$ cat config.mk
export PLATFORM = sky130hd
export DESIGN_NAME = jt51_lfo_ctrl
export DESIGN_NICKNAME = d
export VERILOG_FILES = /design/src/rtl/jt51_lfo_ctrl.sv
export SDC_FILE = /design/constraint.sdc
export NUM_CORES = 1
export LEC_CHECK = 0
export BUFFER_PORTS_ARGS = -buffer_cell sky130_fd_sc_hd__buf_4
export CAP_MARGIN = 0
export CELL_PAD_IN_SITES_DETAIL_PLACEMENT = 2
export CELL_PAD_IN_SITES_GLOBAL_PLACEMENT = 2
export CORE_ASPECT_RATIO = 0.75
export CORE_MARGIN = 3
export CORE_UTILIZATION = 34
export CTS_CLUSTER_DIAMETER = 40
export CTS_CLUSTER_SIZE = 40
export DETAILED_ROUTE_END_ITERATION = 12
export PLACE_DENSITY_LB_ADDON = 0.1
export SLEW_MARGIN = 20
export SYNTH_ARGS = -nofsm -noshare
export SYNTH_HDL_FRONTEND = slang
export SYNTH_SLANG_ARGS = --single-unit
export TNS_END_PERCENT = 50
$ cat constraint.sdc
create_clock -name clk -period 2 [get_ports clk]
set_input_delay 0.1 -clock clk [delete_from_list [all_inputs] [get_ports clk]]
set_output_delay 0.1 -clock clk [all_outputs]
set_load 0.02 [all_outputs]
$ cat src/rtl/jt51_lfo_ctrl.sv
// LFO register front-end for the JT51: decodes CPU writes and queues LFO settings in a 2-entry FIFO.
// Each queued setting commits on a cen&zero frame boundary. JT51_LFO_WAVE_RST_EN enables the LFO reset that follows a waveform change.
module jt51_lfo_ctrl (
    input  logic       clk,
    input  logic       rst,
    input  logic       cen,
    input  logic       zero,
    input  logic       wr_en,
    input  logic [7:0] wr_addr,
    input  logic [7:0] wr_data,
    output logic       busy,
    output logic       ovf,
    output logic       lfo_rst,
    output logic [7:0] lfo_freq,
    output logic [6:0] lfo_amd,
    output logic [6:0] lfo_pmd,
    output logic [1:0] lfo_w
);

    typedef enum logic [1:0] {TGT_FREQ, TGT_AMD, TGT_PMD, TGT_W} tgt_e;
    typedef struct packed {
        tgt_e       tgt;
        logic [7:0] data;
    } entry_t;
    typedef enum logic {IDLE, WRST} state_e;

    entry_t     fifo [2];
    entry_t     wr_entry;
    entry_t     head;
    logic       wr_ptr, rd_ptr;
    logic [1:0] count, count_nxt;
    logic       is_queued, push, drop, pop;
    logic       test_bit;
    logic       wave_rst_req;
    state_e     state, state_nxt;
    logic [1:0] pulse_cnt, pulse_cnt_nxt;

    always_comb begin
        is_queued    = 1'b0;
        wr_entry.tgt = TGT_FREQ;
        wr_entry.data = wr_data;
        case (wr_addr)
            8'h18: is_queued = 1'b1;
            8'h19: begin
                is_queued    = 1'b1;
                wr_entry.tgt = wr_data[7] ? TGT_PMD : TGT_AMD;
            end
            8'h1B: begin
                is_queued    = 1'b1;
                wr_entry.tgt = TGT_W;
            end
            default: ;
        endcase
    end

    // busy blocks the push even when a pop frees a slot on the same cycle.
    assign push      = wr_en & is_queued & ~busy;
    assign drop      = wr_en & is_queued & busy;
    assign pop       = (state == IDLE) & cen & zero & (count != 2'd0);
    assign head      = fifo[rd_ptr];
    assign count_nxt = count + {1'b0, push} - {1'b0, pop};

    // NOTE: FIFO storage has no reset; count alone decides which entries are valid.
    always_ff @(posedge clk) begin
        if (push) fifo[wr_ptr] <= wr_entry;
    end

    always_ff @(posedge clk, posedge rst) begin
        if (rst) begin
            count    <= 2'd0;
            busy     <= 1'b0;
            ovf      <= 1'b0;
            wr_ptr   <= 1'b0;
            rd_ptr   <= 1'b0;
            test_bit <= 1'b0;
            lfo_freq <= 8'd0;
            lfo_amd  <= 7'd0;
            lfo_pmd  <= 7'd0;
            lfo_w    <= 2'd0;
        end else begin
            count <= count_nxt;
            busy  <= (count_nxt == 2'd2);
            if (drop) ovf <= 1'b1;
            if (push) wr_ptr <= ~wr_ptr;
            if (pop) rd_ptr <= ~rd_ptr;
            if (wr_en && wr_addr == 8'h01) test_bit <= wr_data[1];
            if (pop) begin
                case (head.tgt)
                    TGT_FREQ: lfo_freq <= head.data;
                    TGT_AMD:  lfo_amd  <= head.data[6:0];
                    TGT_PMD:  lfo_pmd  <= head.data[6:0];
                    TGT_W:    lfo_w    <= head.data[1:0];
                endcase
            end
        end
    end

`ifdef JT51_LFO_WAVE_RST_EN
    assign wave_rst_req = pop && (head.tgt == TGT_W) && (head.data[1:0] != lfo_w);
`else
    assign wave_rst_req = 1'b0;
`endif

    always_ff @(posedge clk, posedge rst) begin
        if (rst) begin
            state     <= IDLE;
            pulse_cnt <= 2'd0;
        end else begin
            state     <= state_nxt;
            pulse_cnt <= pulse_cnt_nxt;
        end
    end

    always_comb begin
        state_nxt     = state;
        pulse_cnt_nxt = pulse_cnt;
        case (state)
            IDLE: if (wave_rst_req) begin
                state_nxt     = WRST;
                pulse_cnt_nxt = 2'd2;
            end
            WRST: if (cen) begin
                pulse_cnt_nxt = pulse_cnt - 2'd1;
                if (pulse_cnt == 2'd1) state_nxt = IDLE;
            end
            default: state_nxt = IDLE;
        endcase
    end

    assign lfo_rst = test_bit | (state == WRST);

endmodule

Word-level counts from Yosys, hierarchy flattened
Memory sizes are Yosys's and may differ from the RTL's.
Index checks and enable logic that the tools add are counted.
{"block": "totals", "register_bits": 34, "memories": 1, "out_inout_bits": 27, "ramBits": 20}
{"block": "op_classes", "bitwise_logic": 11, "n_reduce_logical": 9, "mux": 10, "n_eq_ne": 10, "add_sub_neg": 3}
{"memory": "fifo", "words": 2, "width": 10, "read_ports": 1, "rd_clocked_by_memory_dff": 0, "wr": 1, "line": "27", "text": "entry_t fifo [2];"}
{"op": "== test 8 x 5 -> 1 bit (second input constant)", "n": 3}
{"op": "AND reduction 2 bit", "n": 5}
{"op": "== test 8 x 1 -> 1 bit (second input constant)", "n": 1}
{"op": "bitwise AND 1 bit", "n": 6}
{"op": "== test 2 bit (second input constant)", "n": 3}
{"op": "two-way mux 2 bit", "n": 3}
{"op": "two-way mux 1 bit", "n": 5}
{"op": "== test 2 x 1 -> 1 bit (second input constant)", "n": 2}
{"op": "inverter 1 bit", "n": 4}
{"op": "case mux 2 bit (2 select lines)", "n": 1}
{"op": "OR reduction 3 bit", "n": 1}
{"op": "adder 2 x 1 -> 2 bit", "n": 1}
{"op": "zero test 2 bit", "n": 1}
{"op": "inequality test 2 bit (second input constant)", "n": 1}
{"op": "case mux 1 bit (2 select lines)", "n": 1}
{"op": "nonzero test 2 bit", "n": 1}
{"op": "subtractor 2 x 1 -> 2 bit", "n": 1}
{"op": "subtractor 2 x 1 -> 2 bit (second input constant)", "n": 1}
{"op": "logical AND 1 bit", "n": 1}
{"op": "OR 1 bit", "n": 1}

Longest topological paths before layout
{"block": "depth", "depth_word": 8, "depth_mapped": 9, "depth_no_buf": 8}

Worst setup path after synthesis
OpenSTA, ideal clock, no wires.
{"block": "synth_timing", "path_type": "input-to-reg", "from": "in wr_addr[2]", "to": "reg busy", "slack_ns": -0.255, "path_buffers": 1, "required_time_ns": 1.927, "t_arrival_ns": 2.182, "path_stages": 9, "setup_time_ns": 0.073, "cell_sequence": "or4_4 or4_4 buf_6 ha_1 inv_1 ha_1 xnor2_1 xnor2_1 nor2b_1"}
{"block": "synth_between", "elab_chain_cells": 8}
{"element": "from (decl)", "line": "9", "text": "input logic [7:0] wr_addr,"}
{"element": "== test 8 x 5 -> 1 bit", "line": "42", "text": "case (wr_addr)"}
{"element": "OR reduction 3 bit (no source line) *"}
{"element": "two-way mux 1 bit *", "line": "42"}
{"element": "bitwise AND 1 bit * (2 in series)", "line": "57", "text": "assign push = wr_en & is_queued & ~busy;"}
{"element": "adder 2 x 1 -> 2 bit *", "line": "61", "text": "assign count_nxt = count + {1'b0, push} - {1'b0, pop};"}
{"element": "subtractor 2 x 1 -> 2 bit *", "line": "61"}
{"element": "net count_nxt[1]", "line": "31", "text": "logic [1:0] count, count_nxt;"}
{"element": "== test 2 bit *", "line": "82", "text": "busy <= (count_nxt == 2'd2);"}
{"element": "to (signal assigned)", "line": "82"}
{"element": "to (decl)", "line": "11", "text": "output logic busy,"}
The timed path passes the listed nets; every way through them passes the cells marked *.
A chain may end at the register's enable or synchronous reset.

Worst setup path in the final report
{"block": "layout_timing", "from": "in wr_addr[6]", "to": "reg busy"}
The elaborated chain is that of the path after synthesis.

==> flow_summary.toml <==
[global_route]
busiest_layer = "met2"
use_met2_pct = 26.4
antenna_found_initial = 0
use_met1_pct = 17.9
use_met3_pct = 4.48
grt_pass1_wl_um = 8270
grt_max_degree = 35
grt_overflow = 0
track_usage_pct = 14.7
grt_pass1_vias = 1548

[setup_path]
crit_type = "input port to register"
cp_num_buf_inv = 2
path_max_fanout = 2
worstPathRequired_ns = 2.24
cpPeakStageDelay_ns = 0.58
worstPathArrival_ns = 2.23
crit_chain = "buf_6 > or4_4 > or4_4 > ha_4 > inv_2 > ha_4 > xnor2_2 > xnor2_1 > nor2b_2"
critPathTopFamily = "simple AND/OR/NAND/NOR gates"
worstSetupEndpointType = "register"
crit_path_start_kind = "input port"
crit_slowest_cell = "or4_4"

[finish]
final_common_cell = "buf_4"
mostFrequentLayoutCells = "buf_4, mux2_2, dfrtp_1, edfxtp_1, dlygate4sd3_1"
multi_input_area_um2 = 754
fin_area_um2 = 2960
nets = 231
drive_above_1_share_pct = 57.2
n_fill_cell = 581
n_antenna_cell = 0
syn_to_final_growth_pct = 34.3
seqCellArea_um2 = 1450
fin_cells = 286

[sta]
clock.fmax_mhz = 502
fin_worst_skew_ns = 0.0124
hold_ws_ns = 0.0149
setup_viol = 0
timing.final.crit_share_pct = 99.5
maxSlewViolCount = 0
finalWorstSetupSlack_ns = 0.00944
min_period_ns = 1.99
tightestPinTransition_ns = 0.495
max_slew_margin_pct = 66.7
rsz0062_at_grt = "true"
finalHoldViolations = 0

[floorplan]
initial_core_util_pct = 36.5
core_area_um2 = 6040
dieArea_um2 = 7490
die_y_um = 75.7
rows = 24
die_x_um = 98.9
ios = 48

[cts]
clockRootBuffer = "clkbuf_8"
cts_buffer_depth = 2
clk_latency_ns = 0.30
numCtsBuffers = 5
path_clk_slew_ns = 0.10
h-tree-depth = 2
tritoncts = "built"
cts_sinks = 54

[placement]
io_buffers = 47
dp_slack_ns = -0.277
dp.cells = 268
dpl-instance-area_um2 = 2760
hpwl_um = 3890
gp_congestion = 0.708

[logic_synthesis]
syn_nets = 158
yosys.area.top_type = "dfrtp_1"
syn_area_um2 = 2200
synth.top_cell.area_share_pct = 38.6
postSynthAreaPerCell_um2 = 16.4
yosys.cell_types.count = 27
ys.warnings.count = 0
ys_seq_area_share_pct = 65.9
postSynthCellCount = 134
synthTopCellsByArea = "dfrtp_1, edfxtp_1, mux2_2"
ys_ff_latch = 54

[routing]
routed_via_density = 4.82
drc = 0
dr.pass1.iters = 2
wl_per_cell_um = 18.7
drtAntennaViolNets = 0
num_vias = 1378
dr.first_iter.drc_count = 37
routed_wl_um = 5340

[power]
switching_share_pct = 33.8
peakVddDrop_v = 0.000599
power_density_nw_per_um2 = 1240
power_frac_comb_pct = 40.1
internal_power_mw = 2.44
p_sw_mw = 1.24
p_clk_share_pct = 16.0
p_leak_nw = 1.27
total_power_mw = 3.68
power_frac_seq_pct = 43.9

[status]
status = "finished clean"

[run]
maxCapViolations = 0

[hold_path]
hold_class = "input port to register"
==> synthesized netlist by cell type <==
master,number
buf_6,1
nor4_4,2
a21boi_0,1
nor3_1,2
nand2b_1,1
nand2_1,2
or2_2,1
edfxtp_1,20
mux2i_1,2
xnor2_1,3
o211ai_2,1
nor2_1,5
nor4_2,1
or4_4,2
dfrtp_1,34
xnor2_2,1
clkbuf_1,1
mux2_2,36
nor4_1,2
inv_1,5
xor2_1,1
a31o_2,1
ha_1,3
a21oi_1,1
nor2b_1,2
nand4_1,2
buf_2,1
==> cell type report <==
type,instances,area share (%)
well taps,78,3.30
clock inverters,3,0.550
repair buffers,69,18.5
flip-flops and latches,54,49.1
inverters,5,0.635
multi-input cells,72,25.5
clock buffers,5,2.33
==> worst register-to-register path, stage by stage, from the launching register on <==
cell,delay (ns)
dfrtp_2,0.41
nand2b_4,0.13
or4_4,0.44
ha_4,0.28
inv_2,0.03
ha_4,0.15
xnor2_2,0.13
xnor2_1,0.17
nor2b_2,0.17
==> stage by stage <==
stage | setup TNS (ns) | utilization, %
6_report | 0 | 49.0
5_1_grt | -0.106 | 49.0
4_1_cts | -0.00623 | 49.0
3_5_place_dp | -0.447 | 45.8
3_3_place_gp | -0.203 | 45.8
2_1_floorplan | -1.76 | -
==> cell families (layout without fill, tap and decap cells) <==
logic type	Yosys count	count (layout)	share of synthesized area (%)
AO/OA/AOI/OAI	4	4	1.53
XOR/XNOR	5	5	2.33
adder cells (fa/ha/maj)	3	3	1.70
buffers and inverters	8	82	1.76
flip-flops	54	54	65.9
multiplexers	38	38	19.3
AND/OR/NAND/NOR	22	22	7.44
==> flip-flops by register name, indices dropped and copies added, names as in the netlist, 2 cells and up <==
register / count
fifo: 20
lfo_freq: 8
lfo_amd: 7
lfo_pmd: 7
count: 2
lfo_w: 2
pulse_cnt: 2
==> power by group through the flow <==
| stage | clock network [mW] | registers, mW | logic (mW) |
|---|---|---|---|
| final | 0.590 | 1.61 | 1.47 |
| after detailed placement | 0 | 1.64 | 1.45 |
| after global placement | 0 | 1.61 | 1.39 |
| after CTS | 0.612 | 1.62 | 1.50 |
| after floorplan | 0 | 1.92 | 0.514 |
| after global routing | 0.662 | 1.66 | 1.57 |
==> repair_timing <==
| action | in CTS | in global routing |
|---|---|---|
| endpoints found under the setup margin | 2 | 2 |
| gates cloned | 0 | 0 |
| setup buffers | 1 | 0 |
| hold buffers | 9 | 0 |
| gates resized for setup | 3 | 0 |
| pin swaps | 5 | 0 |
| hold endpoints to repair | 50 | 0 |
==> path summary, 6_finish.rpt <==
kind                         endpoint  slack [ns]  startpoint  depth (start not counted)
max                              busy       0.009  wr_addr[6]                          9
min                             state        0.01         cen                          2
max reg2reg                      busy        0.02        busy                          8
min reg2reg                       ovf        0.50         ovf                          1
max in group asynchronous        busy        1.19         rst                          4
min in group asynchronous  lfo_pmd[3]        0.47         rst                          4
==> metal layers <==
layer / up-vias / share of wire, %
li1: 635 / -
met1: 703 / 43
met2: 36 / 51
met3: 4 / 5.1
met4: 0 / 0.69
met5: - / 0
Note: power is estimated with default switching activity, not from simulation.
